`src/rtl/board_pkg.sv`:
```
// Shared constants, encodings and address helpers for the 6x6 board RAM
// and everything that talks to it.
package board_pkg;

    localparam int WIDTH   = 6;
    localparam int HEIGHT  = 6;
    localparam int ADDR_W  = 6;
    localparam int CNT_W   = 6;
    localparam int COORD_W = 3;
    localparam int CELLS   = WIDTH * HEIGHT;

    localparam logic [ADDR_W-1:0] LAST_ADDR = ADDR_W'(CELLS - 1);
    localparam logic [CNT_W-1:0]  CELLS_CNT = CNT_W'(CELLS);

    localparam logic [1:0] CELL_EMPTY = 2'b00;
    localparam logic [1:0] CELL_SHIP  = 2'b01;
    localparam logic [1:0] CELL_HIT   = 2'b11;

    typedef enum logic [1:0] {
        REQ_INIT = 2'd0,
        REQ_ENG  = 2'd1,
        REQ_BFS  = 2'd2
    } req_id_e;

    typedef enum logic [1:0] {
        ST_IDLE    = 2'd0,
        ST_WAIT    = 2'd1,
        ST_CAPTURE = 2'd2,
        ST_CLEAR   = 2'd3
    } arb_state_e;

    function automatic logic [ADDR_W-1:0] cell_addr(input logic [COORD_W-1:0] x,
                                                    input logic [COORD_W-1:0] y);
        return ADDR_W'(x) * ADDR_W'(WIDTH) + ADDR_W'(y);
    endfunction

    function automatic logic cell_in_range(input logic [COORD_W-1:0] x,
                                           input logic [COORD_W-1:0] y);
        return (x < COORD_W'(WIDTH)) && (y < COORD_W'(HEIGHT));
    endfunction

endpackage

```
`src/rtl/board_rr_arb.sv`:
```
// Two-way round-robin between the game engine and the BFS checker.
// rr_last only advances on a cycle where the parent actually issues a grant.
module board_rr_arb
    import board_pkg::*;
(
    input  logic clk,
    input  logic rstn,
    input  logic eng_req_i,
    input  logic bfs_req_i,
    input  logic en_i,
    output logic eng_win_o,
    output logic bfs_win_o
);

    req_id_e rr_last_q;

    // Pick a winner; on a tie the requester that did not win last time goes.
    always_comb begin
        eng_win_o = 1'b0;
        bfs_win_o = 1'b0;
        if (eng_req_i && bfs_req_i) begin
            eng_win_o = (rr_last_q != REQ_ENG);
            bfs_win_o = (rr_last_q == REQ_ENG);
        end else begin
            eng_win_o = eng_req_i;
            bfs_win_o = bfs_req_i;
        end
    end

    // Remember the last winner.
    always_ff @(posedge clk or negedge rstn) begin
        if (!rstn) begin
            rr_last_q <= REQ_ENG;
        end else if (en_i && eng_win_o) begin
            rr_last_q <= REQ_ENG;
        end else if (en_i && bfs_win_o) begin
            rr_last_q <= REQ_BFS;
        end else begin
            rr_last_q <= rr_last_q;
        end
    end

endmodule

```
`src/rtl/board_mem_arbiter.sv`:
```
// Owns the single-port board RAM: loader writes, engine read-modify-write,
// BFS reads, full-board clear sweep and the live count of unhit ship cells.
module board_mem_arbiter
    import board_pkg::*;
(
    input  logic               clk,
    input  logic               rstn,
    input  logic               clear,
    input  logic               init_req,
    input  logic [COORD_W-1:0] init_x,
    input  logic [COORD_W-1:0] init_y,
    input  logic [1:0]         init_data,
    output logic               init_gnt,
    input  logic               eng_req,
    input  logic [COORD_W-1:0] eng_x,
    input  logic [COORD_W-1:0] eng_y,
    output logic               eng_gnt,
    output logic [1:0]         eng_rdata,
    output logic               eng_rvalid,
    input  logic               bfs_req,
    input  logic [COORD_W-1:0] bfs_x,
    input  logic [COORD_W-1:0] bfs_y,
    output logic               bfs_gnt,
    output logic [1:0]         bfs_rdata,
    output logic               bfs_rvalid,
    output logic [ADDR_W-1:0]  ram_addr,
    output logic               ram_re,
    output logic               ram_we,
    output logic [1:0]         ram_wdata,
    input  logic [1:0]         ram_rdata,
    output logic [CNT_W-1:0]   ships_left,
    output logic               mem_empty,
    output logic               busy
);

    arb_state_e        state_q, state_d;
    req_id_e           owner_q, owner_d;
    logic              in_range_q, in_range_d;
    logic [ADDR_W-1:0] ram_addr_q, ram_addr_d;
    logic              ram_re_q, ram_re_d;
    logic              ram_we_q, ram_we_d;
    logic [1:0]        ram_wdata_q, ram_wdata_d;
    logic              init_gnt_q, init_gnt_d;
    logic              eng_gnt_q, eng_gnt_d;
    logic              bfs_gnt_q, bfs_gnt_d;
    logic              eng_rvalid_q, eng_rvalid_d;
    logic              bfs_rvalid_q, bfs_rvalid_d;
    logic [1:0]        eng_rdata_q, eng_rdata_d;
    logic [1:0]        bfs_rdata_q, bfs_rdata_d;
    logic [CNT_W-1:0]  ships_q, ships_d;
    logic              mem_empty_q, mem_empty_d;
    logic              busy_q, busy_d;

    logic               arb_en_s;
    logic               eng_win_s;
    logic               bfs_win_s;
    logic [COORD_W-1:0] sel_x_s;
    logic [COORD_W-1:0] sel_y_s;
    logic               init_ok_s;
    logic [1:0]         cap_data_s;

    board_rr_arb u_rr_arb (
        .clk       (clk),
        .rstn      (rstn),
        .eng_req_i (eng_req),
        .bfs_req_i (bfs_req),
        .en_i      (arb_en_s),
        .eng_win_o (eng_win_s),
        .bfs_win_o (bfs_win_s)
    );

    // Next-state and registered-output computation for the arbiter FSM.
    always_comb begin
        state_d      = state_q;
        owner_d      = owner_q;
        in_range_d   = in_range_q;
        ram_addr_d   = ram_addr_q;
        ram_re_d     = 1'b0;
        ram_we_d     = 1'b0;
        ram_wdata_d  = ram_wdata_q;
        init_gnt_d   = 1'b0;
        eng_gnt_d    = 1'b0;
        bfs_gnt_d    = 1'b0;
        eng_rvalid_d = 1'b0;
        bfs_rvalid_d = 1'b0;
        eng_rdata_d  = eng_rdata_q;
        bfs_rdata_d  = bfs_rdata_q;
        ships_d      = ships_q;
        arb_en_s     = 1'b0;
        sel_x_s      = eng_win_s ? eng_x : bfs_x;
        sel_y_s      = eng_win_s ? eng_y : bfs_y;
        init_ok_s    = cell_in_range(init_x, init_y);
        cap_data_s   = in_range_q ? ram_rdata : CELL_EMPTY;

        if (clear) begin
            // Entered (or restarted) from any state; aborts an in-flight access.
            state_d     = ST_CLEAR;
            ram_addr_d  = {ADDR_W{1'b0}};
            ram_we_d    = 1'b1;
            ram_wdata_d = CELL_EMPTY;
            ships_d     = {CNT_W{1'b0}};
        end else begin
            case (state_q)
                ST_IDLE: begin
                    // A granted loader still holds req during the gnt cycle.
                    if (init_req && !init_gnt_q) begin
                        init_gnt_d  = 1'b1;
                        ram_we_d    = init_ok_s;
                        ram_addr_d  = cell_addr(init_x, init_y);
                        ram_wdata_d = init_data;
                        if (init_ok_s && (init_data == CELL_SHIP) && (ships_q != CELLS_CNT)) begin
                            ships_d = ships_q + CNT_W'(1);
                        end else begin
                            ships_d = ships_q;
                        end
                    end else if (eng_req || bfs_req) begin
                        arb_en_s   = 1'b1;
                        owner_d    = eng_win_s ? REQ_ENG : REQ_BFS;
                        eng_gnt_d  = eng_win_s;
                        bfs_gnt_d  = bfs_win_s;
                        in_range_d = cell_in_range(sel_x_s, sel_y_s);
                        ram_re_d   = cell_in_range(sel_x_s, sel_y_s);
                        ram_addr_d = cell_addr(sel_x_s, sel_y_s);
                        state_d    = ST_WAIT;
                    end else begin
                        state_d = ST_IDLE;
                    end
                end
                ST_WAIT: begin
                    state_d = ST_CAPTURE;
                end
                ST_CAPTURE: begin
                    state_d = ST_IDLE;
                    if (owner_q == REQ_ENG) begin
                        eng_rvalid_d = 1'b1;
                        eng_rdata_d  = cap_data_s;
                        if (cap_data_s == CELL_SHIP) begin
                            ram_we_d    = 1'b1;
                            ram_wdata_d = CELL_HIT;
                            ships_d     = (ships_q != {CNT_W{1'b0}}) ? ships_q - CNT_W'(1) : ships_q;
                        end else begin
                            ram_we_d = 1'b0;
                        end
                    end else begin
                        bfs_rvalid_d = 1'b1;
                        bfs_rdata_d  = cap_data_s;
                    end
                end
                ST_CLEAR: begin
                    if (ram_addr_q == LAST_ADDR) begin
                        state_d = ST_IDLE;
                    end else begin
                        ram_addr_d  = ram_addr_q + ADDR_W'(1);
                        ram_we_d    = 1'b1;
                        ram_wdata_d = CELL_EMPTY;
                    end
                end
                default: begin
                    state_d = ST_IDLE;
                end
            endcase
        end

        mem_empty_d = (ships_d == {CNT_W{1'b0}}) && (state_d != ST_CLEAR);
        busy_d      = (state_d != ST_IDLE);
    end

    // State and output registers.
    always_ff @(posedge clk or negedge rstn) begin
        if (!rstn) begin
            state_q      <= ST_IDLE;
            owner_q      <= REQ_ENG;
            in_range_q   <= 1'b0;
            ram_addr_q   <= {ADDR_W{1'b0}};
            ram_re_q     <= 1'b0;
            ram_we_q     <= 1'b0;
            ram_wdata_q  <= 2'b00;
            init_gnt_q   <= 1'b0;
            eng_gnt_q    <= 1'b0;
            bfs_gnt_q    <= 1'b0;
            eng_rvalid_q <= 1'b0;
            bfs_rvalid_q <= 1'b0;
            eng_rdata_q  <= 2'b00;
            bfs_rdata_q  <= 2'b00;
            ships_q      <= {CNT_W{1'b0}};
            mem_empty_q  <= 1'b1;
            busy_q       <= 1'b0;
        end else begin
            state_q      <= state_d;
            owner_q      <= owner_d;
            in_range_q   <= in_range_d;
            ram_addr_q   <= ram_addr_d;
            ram_re_q     <= ram_re_d;
            ram_we_q     <= ram_we_d;
            ram_wdata_q  <= ram_wdata_d;
            init_gnt_q   <= init_gnt_d;
            eng_gnt_q    <= eng_gnt_d;
            bfs_gnt_q    <= bfs_gnt_d;
            eng_rvalid_q <= eng_rvalid_d;
            bfs_rvalid_q <= bfs_rvalid_d;
            eng_rdata_q  <= eng_rdata_d;
            bfs_rdata_q  <= bfs_rdata_d;
            ships_q      <= ships_d;
            mem_empty_q  <= mem_empty_d;
            busy_q       <= busy_d;
        end
    end

    assign init_gnt   = init_gnt_q;
    assign eng_gnt    = eng_gnt_q;
    assign bfs_gnt    = bfs_gnt_q;
    assign eng_rvalid = eng_rvalid_q;
    assign bfs_rvalid = bfs_rvalid_q;
    assign eng_rdata  = eng_rdata_q;
    assign bfs_rdata  = bfs_rdata_q;
    assign ram_addr   = ram_addr_q;
    assign ram_re     = ram_re_q;
    assign ram_we     = ram_we_q;
    assign ram_wdata  = ram_wdata_q;
    assign ships_left = ships_q;
    assign mem_empty  = mem_empty_q;
    assign busy       = busy_q;

endmodule
```
`config.mk`:
```
export PLATFORM = sky130hd
export DESIGN_NAME = board_mem_arbiter
export DESIGN_NICKNAME = d
export VERILOG_FILES = /design/src/rtl/board_pkg.sv /design/src/rtl/board_rr_arb.sv /design/src/rtl/board_mem_arbiter.sv
export SDC_FILE = /design/constraint.sdc
export NUM_CORES = 1
export LEC_CHECK = 0
export ABC_AREA = 1
export BUFFER_PORTS_ARGS = -buffer_cell sky130_fd_sc_hd__buf_2
export CAP_MARGIN = 20
export CORE_ASPECT_RATIO = 2
export CORE_MARGIN = 3
export CORE_UTILIZATION = 55
export DETAILED_ROUTE_END_ITERATION = 8
export PLACE_DENSITY = 0.81
export SLEW_MARGIN = 20
export SYNTH_ARGS = -nofsm -noshare
export SYNTH_HDL_FRONTEND = slang
export SYNTH_SLANG_ARGS = --single-unit
```
`constraint.sdc`:
```
create_clock -name clk -period 3.8 [get_ports clk]
set_input_delay 0.19 -clock clk [delete_from_list [all_inputs] [get_ports clk]]
set_output_delay 0.19 -clock clk [all_outputs]
set_load 0.03 [all_outputs]
```
# Word-level counts from Yosys, hierarchy flattened
# Index checks and enable logic that the tools add are counted.
[totals]
output_inout_bits = 27
regBits = 34
in_bits = 28
elab_cells = 133
[classes]
n_addsub = 5
muxes = 62
bitwise = 3
reduce_logical = 23
n_eq_ne = 16
multipliers = 2
magnitude_cmp = 4
[op_table]
columns = ["cell", "count"]
rows = [
  ["6-bit 2-to-1 mux", 10],
  ["1-bit 2-to-1 mux", 33],
  ["2-bit 2-to-1 mux", 12],
  ["6-bit one-hot mux with 2 select lines", 2],
  ["6-bit by 1-bit adder with 6-bit output, second input constant", 2],
  ["6-bit by 3-bit adder with 6-bit output", 2],
  ["3-bit < comparator, second input constant", 4],
  ["3-bit inequality test, second input constant", 4],
  ["2-bit by 1-bit equality test with 1-bit output, second input constant", 5],
  ["3-bit by 2-bit multiplier with 5-bit output, second input constant", 2],
  ["1-bit logical AND", 9],
  ["3-bit AND reduction", 3],
  ["2-bit one-hot mux with 4 select lines", 1],
  ["6-bit equality test, second input constant", 1],
  ["6-bit zero test", 1],
  ["3-bit 2-to-1 mux", 2],
  ["6-bit inequality test, second input constant", 1],
  ["2-bit one-hot mux with 3 select lines", 1],
  ["6-bit nonzero test", 1],
  ["6-bit by 1-bit subtractor with 6-bit output, second input constant", 1],
  ["5-bit AND reduction", 1],
  ["2-bit equality test, second input constant", 2],
  ["4-bit inequality test, second input constant", 1],
  ["4-bit AND reduction", 1],
  ["other kinds (10)", 13],
]

# Longest topological paths before layout
# Gate-level depths: netlist (run 1).
[depth]
ltp_word = 10
ltp_mapped = 17
mapped_depth_nobuf = 17

# Cells and area by module
# A second synthesis (run 1) with hierarchy kept.
[unflattened]
hier_cells = 350
hier_area_um2 = 2524.9
[by_module_without_submodules]
columns = ["mod", "seq_area_each_um2", "cells_each", "area_each_um2", "n_inst"]
rows = [
  ["board_mem_arbiter", 803.3, 333, 2404.8, 1],
  ["board_rr_arb", 51.3, 17, 120.1, 1],
]

# Worst setup path before layout (run 1)
# Ideal clock, no wire load.
[synth_timing]
kind = "register to register"
from = "register u_rr_arb.rr_last_q[0]"
to = "register ram_addr_q[4] (netlist: ram_addr[4])"
arrival_time_ps = 2682
synth_period_minus_slack_ps = 2799
stages_incl_launch_ff = 17
n_path_buf = 0
required_time_ps = 3683
setup_slack_ps = 1001
setup_ps = 117
path_cell_list = "dfstp_2 nand3_1 nand2_2 inv_1 or2_2 o21ai_0 inv_1 ha_1 fa_1 nand3_1 nand2_1 xor2_1 xor2_1 o21ai_0 nand2_1 nand2_1 nand2_1"
[synth_via]
elab_chain_cells = 9
elab_cells_between_ends = 10
cone_classes = "add/sub: 1; mul: 1; eq/ne: 1; mux: 7"
[synth_lines]
columns = ["item", "line_no", "rtl"]
rows = [
  ["from (decl)", "board_rr_arb.sv:15", "req_id_e rr_last_q;"],
  ["from (signal assigned)", "board_rr_arb.sv:39", "rr_last_q <= rr_last_q;"],
  ["2-bit by 1-bit inequality test with 1-bit output (*)", "board_rr_arb.sv:22", "eng_win_o = (rr_last_q != REQ_ENG);"],
  ["1-bit 2-to-1 mux (*)", "board_rr_arb.sv:21", "if (eng_req_i && bfs_req_i) begin"],
  ["3-bit 2-to-1 mux", "board_mem_arbiter.sv:90", "sel_x_s = eng_win_s ? eng_x : bfs_x;"],
  ["3-bit by 2-bit multiplier with 5-bit output", "board_pkg.sv:34", "return ADDR_W'(x) * ADDR_W'(WIDTH) + ADDR_W'(y);"],
  ["6-bit by 3-bit adder with 6-bit output (*)", "board_pkg.sv:34", ""],
  ["6-bit 2-to-1 mux (*)", "board_mem_arbiter.sv:116", "end else if (eng_req || bfs_req) begin"],
  ["6-bit 2-to-1 mux (*)", "board_mem_arbiter.sv:106", "if (init_req && !init_gnt_q) begin"],
  ["6-bit one-hot mux with 2 select lines (*)", "board_mem_arbiter.sv:103", "case (state_q)"],
  ["6-bit 2-to-1 mux (*)", "board_mem_arbiter.sv:95", "if (clear) begin"],
  ["to (signal assigned)", "board_mem_arbiter.sv:174", "ram_addr_q <= {ADDR_W{1'b0}};"],
  ["to (signal assigned)", "board_mem_arbiter.sv:192", "ram_addr_q <= ram_addr_d;"],
  ["to (decl)", "board_mem_arbiter.sv:39", "logic [ADDR_W-1:0] ram_addr_q, ram_addr_d;"],
]
# Every way passes the cells marked *; elsewhere a longest branch is shown, timed or not. The select of a mux whose other input is x is not followed.
# A chain may end at the register's enable or synchronous reset.

# Final worst setup path (run 1)
# Ends and elaborated chain as after synthesis.

==> results of run 1 <==
## state kept, by name, indices dropped and copies added, names as in the netlist, 2 cells and up
name / count
bfs_rdata: 2
state_q: 2
ram_addr: 6
eng_rdata: 2
u_rr_arb.rr_last_q: 2
ram_wdata: 2
owner_q: 2
ships_left: 6
## path summary, 6_finish.rpt
| kind | start | to | slack, ns |
|---|---|---|---|
| setup / recovery | u_rr_arb.rr_last_q[0] | ram_addr[4] | 0.71 |
| hold / removal | clear | eng_rvalid | 0.22 |
| setup reg to reg | u_rr_arb.rr_last_q[0] | ram_addr[4] | 0.71 |
| hold reg to reg | u_rr_arb.rr_last_q[0] | u_rr_arb.rr_last_q[0] | 0.48 |
| max in group asynchronous | rstn | ships_left[1] | 2.83 |
| min in group asynchronous | rstn | busy | 0.50 |
## Yosys cell counts
cell type	number	area (µm²)
nand4_1	2	12.5
nor3_2	1	10.0
xor2_1	5	43.8
clkbuf_1	2	7.51
or2_0	1	6.26
inv_1	52	195
nand3_1	34	170
inv_2	2	7.51
nand2_1	104	390
o311ai_0	2	17.5
o21ai_0	23	115
clkinv_1	1	3.75
o22ai_1	1	6.26
xnor2_1	3	26.3
nor2_4	1	11.3
dfstp_2	3	78.8
a21oi_2	1	8.76
nand3_2	2	20.0
ha_1	13	163
or2_2	1	6.26
dfrtp_1	31	776
nor3_1	3	15.0
a31oi_1	1	6.26
o211ai_1	1	7.51
o22ai_2	1	12.5
nand2_2	2	12.5
nor2_1	38	143
a21oi_1	11	55.1
buf_2	1	5.00
nor2_2	4	25.0
buf_4	2	15.0
fa_1	4	80.1
o31ai_1	3	22.5
## power by group through the flow
| stage | combinational, µW | sequential [µW] | clock, µW |
|---|---|---|---|
| 2_1_floorplan | 77.5 | 379 | 0 |
| 3_3_place_gp | 123 | 375 | 0 |
| 3_5_place_dp | 128 | 375 | 0 |
| 4_1_cts | 129 | 368 | 421 |
| 5_1_grt | 146 | 369 | 439 |
| 6_report | 129 | 369 | 416 |
## cells by family after synthesis
family,count (synthesis)
and+or+nand+nor,193
buffers and inverters,60
AOI/OAI and AO/OA,44
DFF,34
adders and majority gates,17
xor gates and xnor gates,8
## worst max-delay path, cell delays in order, from the launching register on
cell and delay (ns):
dfstp_2 0.53, nand3_1 0.09, nand2_2 0.13, inv_1 0.11
or2_2 0.28, o21ai_0 0.10, inv_1 0.13, ha_1 0.23
fa_1 0.56, nand3_1 0.10, nand2_1 0.09, xor2_1 0.20
xor2_1 0.09, o21ai_0 0.16, nand2_1 0.07, nand2_1 0.07
nand2_1 0.04
## through the flow
stage	util (%)	instance area, µm²	hold WS [ns]
detailed placement	66.1	2780	0.305
finish	69.7	2940	0.224
floorplan	-	2470	-0.106
CTS	69.7	2940	0.213
global placement	66.1	2780	0.293
global route	69.7	2940	0.211
## area by class of cell
cell class                      count  area [µm²]  area share, %
Clock buffer                        6        82.6           2.81
Sequential cell                    34         855           29.1
Clock inverter                      2        60.1           2.05
Tap cell                           52        65.1           2.22
Multi-Input combinational cell    262        1390           47.2
Timing Repair Buffer               55         280           9.55
Inverter                           55         206           7.03
## metal layers
layer  track usage [%]  vias up
met5                 0        -
met4              19.5        0
met3              3.26       30
met2              48.3      113
met1              25.2     1163
li1                  -     1237
## repair_timing
action	in CTS	in global routing
gates resized for setup	0	0
hold endpoints to repair	31	0
hold buffers	1	0
==> flow_summary.json, run 1 <==
{
  "vias_per_cell": 5.46,
  "synthXorXnorAreaFrac_pct": 2.83,
  "place_ws_ns": 0.769,
  "synth-seq-cells": 34,
  "period_needed_ns": 3.09,
  "total_power_uw": 914,
  "synth_top_family_by_area": "simple AND/OR/NAND/NOR gates",
  "dp.cells": 457,
  "ys_seq_area_share_pct": 34.5,
  "cts-root-buf": "clkbuf_8",
  "dp_hpwl_um": 5130,
  "nFillCells": 371,
  "r2r_cells": 16,
  "wl_met3_um": 281,
  "period_share_pct": 81.3,
  "cap_violations": 0,
  "rsz0062_at_grt": "false",
  "cts.sinks": 34,
  "synth_compound_area_share_pct": 10.2,
  "postLayoutSetupSlackWorst_ns": 0.712,
  "comb_power_share_pct": 14.1,
  "gr-total-overflow": 0,
  "stdcell_count": 466,
  "synthCells": 356,
  "syn_nets": 401,
  "syn_to_final_growth_pct": 18.6,
  "cts_tree": "done",
  "antenna_cells": 0,
  "ios": 55,
  "criticalPathCategory": "register to register",
  "first_iter_violations": 96,
  "mostFrequentLayoutCells": "nand2_1, buf_2, inv_1",
  "startpoint_type": "register",
  "fmax_mhz": 324,
  "critPathArrivalTime_ns": 3.27,
  "die_w_um": 53.4,
  "critPathMaxFanout": 8,
  "drive_gt1_share_pct": 19.3,
  "start_util_pct": 58.8,
  "h-tree-depth": 2,
  "status": "completed",
  "hp-class": "input port to register",
  "power.density_nw_per_um2": 311,
  "grt_first_pass_wirelength_um": 10500,
  "worstSetupEndpointType": "register",
  "track_usage_pct": 26.5,
  "clock_latency_ns": 0.29,
  "final_max_slew_viol_count": 0,
  "placementRows": 33,
  "fin_worst_skew_ns": 0.00485,
  "worst_pin_slew_ns": 0.737,
  "dr.pass1.iters": 4,
  "p_switching_uw": 220,
  "switching_share_pct": 24.0,
  "slew_headroom_pct": 50.9,
  "ant_nets": 0,
  "top_layer_used": "met4",
  "tns_ns": 0,
  "synth-adder-area-share_pct": 9.81,
  "final_common_cell": "nand2_1",
  "finalSetupViolCount": 0,
  "core_um2": 4210,
  "clk_pin_slew_ns": 0.07,
  "grt_max_degree": 35,
  "wl_per_cell_um": 13.6,
  "post_synth_mux_area_share_pct": 0,
  "clock_path_buffers": 2,
  "drt-met1-wl_um": 2080,
  "syn_area_um2": 2470,
  "finalHoldViolCount": 0,
  "critical_path_required_ns": 3.98,
  "synth-simple-area-share_pct": 33.2,
  "post_cts_buffers": 0,
  "vdd_drop_max_mv": 0.221,
  "vias": 2543,
  "p_seq_share_pct": 40.3,
  "clockPowerShare_pct": 45.5,
  "synth.distinct_cells": 33,
  "leakage_uw": 0.00162,
  "dr_wl_met2_um": 3610,
  "antenna_found_initial": 0,
  "hold_depth": 2,
  "layout.nets": 458,
  "portBuffers": 54,
  "grt_pass1_vias": 2465,
  "drc": 0,
  "wl_um": 6360,
  "die-area_um2": 5390,
  "place_congestion": 0.913,
  "die_h_um": 101,
  "syn_area_per_cell_um2": 6.95,
  "cts_buffers": 5,
  "cellInternalPower_uw": 694,
  "ys_warn_count": 0
}
No activity file was read; power rests on OpenSTA's default activity.
==> inputs of run 2 (changes only) <==
--- a/config.mk
+++ b/config.mk
@@ -5,14 +5,14 @@
 export SDC_FILE = /design/constraint.sdc
 export NUM_CORES = 1
 export LEC_CHECK = 0
-export ABC_AREA = 1
+export ABC_AREA = 0
 export BUFFER_PORTS_ARGS = -buffer_cell sky130_fd_sc_hd__buf_2
 export CAP_MARGIN = 20
 export CORE_ASPECT_RATIO = 2
 export CORE_MARGIN = 3
-export CORE_UTILIZATION = 55
+export CORE_UTILIZATION = 49
 export DETAILED_ROUTE_END_ITERATION = 8
-export PLACE_DENSITY = 0.81
+export PLACE_DENSITY = 0.76
 export SLEW_MARGIN = 20
 export SYNTH_ARGS = -nofsm -noshare
 export SYNTH_HDL_FRONTEND = slang
==> constraint.sdc (replaced) <==
create_clock -name clk -period 2.5 [get_ports clk]
set_input_delay 0.125 -clock clk [delete_from_list [all_inputs] [get_ports clk]]
set_output_delay 0.125 -clock clk [all_outputs]
set_load 0.03 [all_outputs]
==> run 2 against run 1 <==
  * The run now ends with negative setup slack left
  * Clock skew rose by 0.0079 ns
  * Die area rose by 7.9%
  * Synthesized cell count fell by 26%
  * Sequential share of layout area fell by 0.25 points
==> flow_summary.json, run 2 <==
{
  "drc": 0,
  "syn_nets": 310,
  "power.density_nw_per_um2": 418,
  "hold_depth": 3,
  "place_congestion": 0.891,
  "layout.nets": 375,
  "cp_slowest_cell": "fa_1",
  "start_util_pct": 51.6,
  "stdcell_count": 386,
  "clk_pin_slew_ns": 0.08,
  "die_h_um": 105,
  "grt_first_pass_wirelength_um": 10800,
  "cts.sinks": 34,
  "dr.pass1.iters": 4,
  "nFillCells": 432,
  "die-area_um2": 5810,
  "finalSetupViolCount": 3,
  "ys.flop_type": "dfrtp_1",
  "cts_tree": "done",
  "period_needed_ns": 2.64,
  "dp_hpwl_um": 4970,
  "vdd_drop_max_mv": 0.370,
  "drive_gt1_share_pct": 31.7,
  "cp.depth": 10,
  "p_seq_share_pct": 45.1,
  "period_share_pct": 105,
  "finalHoldViolCount": 0,
  "wl_um": 6180,
  "synth_most_common_cell": "dfrtp_1",
  "portBuffers": 54,
  "clock_path_buffers": 2,
  "final_common_cell": "buf_2",
  "yosys-top-cells-count": "dfrtp_1, inv_1, nand2_1",
  "worst_pin_slew_ns": 0.750,
  "syn_to_final_growth_pct": 23.6,
  "core_um2": 4640,
  "ios": 55,
  "syn_area_um2": 2390,
  "max_stage_delay_ns": 0.59,
  "critPathMaxFanout": 5,
  "gr-total-overflow": 0,
  "critPathArrivalTime_ns": 2.82,
  "p_switching_uw": 347,
  "die_w_um": 55.4,
  "rsz0062_at_grt": "true",
  "fin_worst_skew_ns": 0.0128,
  "dp.cells": 375,
  "synth_top_area_cell": "dfrtp_1",
  "switching_share_pct": 28.0,
  "ant_nets": 0,
  "crit_buf_inv": 1,
  "synth.distinct_cells": 57,
  "h-tree-depth": 2,
  "vias_per_cell": 5.77,
  "postLayoutSetupSlackWorst_ns": -0.135,
  "worstSetupEndpointType": "register",
  "path_cells": "nand2_2 -> o21ai_4 -> buf_4 -> mux2_2 -> fa_1 -> nor2b_4 -> xnor2_2 -> xnor2_1 -> a22oi_1 -> o21ai_1",
  "r2r_cells": 10,
  "first_iter_violations": 65,
  "comb_power_share_pct": 19.7,
  "path_delay_family": "adder cells",
  "antenna_found_initial": 0,
  "startpoint_type": "register",
  "syn_area_per_cell_um2": 9.04,
  "hp-class": "input port to register",
  "synth.top_cell.area_share_pct": 32.4,
  "cap_violations": 0,
  "vias": 2226,
  "criticalPathCategory": "register to register",
  "async_reset_ff_share_pct": 100,
  "grt_max_degree": 35,
  "critical_path_required_ns": 2.68,
  "ys_warn_count": 0,
  "placementRows": 35,
  "cts-root-buf": "clkbuf_8",
  "synth-edff-count": 0,
  "leakage_uw": 0.00147,
  "status": "finished, violations left",
  "mostFrequentLayoutCells": "buf_2, dfrtp_1, inv_1, nand2_1, nor2_1",
  "clock_latency_ns": 0.29,
  "slew_headroom_pct": 50.0,
  "antenna_cells": 0,
  "ys_seq_area_share_pct": 35.7,
  "violations": "negative setup slack",
  "clockPowerShare_pct": 35.3,
  "synth_area_leaders": "dfrtp_1, ha_1, inv_1",
  "track_usage_pct": 23.4,
  "synth-seq-cells": 34,
  "synthCells": 265,
  "grt_pass1_vias": 2315,
  "total_power_uw": 1240,
  "cts_buffers": 5,
  "final_max_slew_viol_count": 0,
  "fmax_mhz": 379,
  "wl_per_cell_um": 16.0,
  "cellInternalPower_uw": 891
}
==> run 2: changes by cell type in the layout (fill, tap and decap cells not counted), moves of 10 or more <==
cell     change
nand3_1     -27
nand2_1     -82
buf_4       +13
nor2_1      -21
inv_1       -30
o21ai_0     -10
==> run 2: layout make-up <==
cell class | count | area (µm²) | share of cell area, %
clock inverter | 2 | 12.5 | 0.423
timing repair buffer | 69 | 389 | 13.1
tap | 55 | 68.8 | 2.32
inverter | 24 | 90.1 | 3.04
multi-input combinational | 196 | 1460 | 49.4
clock buffer | 6 | 82.6 | 2.79
sequential | 34 | 855 | 28.9
==> run 2: power groups by stage <==
stage / logic (µW) / registers (µW) / clock network (µW)
CTS: 242 / 558 / 437
finish: 243 / 558 / 437
global placement: 224 / 568 / 0
detailed placement: 229 / 569 / 0
global route: 270 / 559 / 464
floorplan: 137 / 576 / 0
==> run 2: kinds of logic (layout without fill, tap and decap cells) <==
group | after synthesis | in the layout | synth area share (%)
DFF | 34 | 34 | 35.7
and+or+nand+nor | 89 | 89 | 19.6
AOI/OAI and AO/OA | 67 | 67 | 19.3
buffers and inverters | 35 | 101 | 6.01
muxes | 12 | 12 | 5.22
xor gates and xnor gates | 11 | 11 | 4.02
adders and majority gates | 17 | 17 | 10.1
==> run 2: metrics by stage <==
| step | worst slack (ns) | hold WS, ns | area, µm² | util [%] | setup TNS, ns |
|---|---|---|---|---|---|
| after floorplan | -0.0539 | -0.171 | 2440 | - | -0.0919 |
| after global placement | -0.0299 | 0.237 | 2820 | 60.7 | -0.0544 |
| after detailed placement | -0.161 | 0.239 | 2820 | 60.7 | -0.352 |
| after CTS | -0.0700 | 0.128 | 2950 | 63.5 | -0.130 |
| after global routing | -0.292 | 0.143 | 2960 | 63.8 | -0.858 |
| final | -0.135 | 0.126 | 2960 | 63.8 | -0.321 |
==> run 2: path summary, 6_finish.rpt <==
check | startpoint | end | slack [ns]
max in group asynchronous | rstn | ram_addr[1] | 1.58
min in group asynchronous | rstn | bfs_gnt | 0.43
min reg2reg | eng_rdata[0] | eng_rdata[0] | 0.48
max | u_rr_arb.rr_last_q[0] | ram_addr[4] | -0.14
min | ram_rdata[1] | eng_rdata[1] | 0.13
max reg2reg | u_rr_arb.rr_last_q[0] | ram_addr[4] | -0.14
==> run 2: timing repair <==
item / 4_1_cts / 5_1_grt
buffers inserted: 1 / 1
setup endpoints to repair: 4 / 4
hold buffers: 1 / 0
pin swaps: 1 / 1
gates resized for setup: 6 / 1
endpoints found under the hold margin: 31 / 0
==> run 2: per-layer routing <==
metal  up-vias  wire (µm)  global-route usage, %
li1       1056          -                      -
met1      1065       2030                   22.4
met2        89       3600                   45.5
met3        16        343                   3.21
met4         0        204                   12.7
met5         -          0                      0
==> run 2: worst reg2reg max path, delay by kind of cell, from the launching register on <==
family                     cells  cell delay, ns
buffers and inverters          1            0.15
adders and majority gates      1            0.59
AOI/OAI and AO/OA              3            0.46
DFF                            1            0.54
and+or+nand+nor                2            0.24
xor gates and xnor gates       2            0.20
muxes                          1            0.36
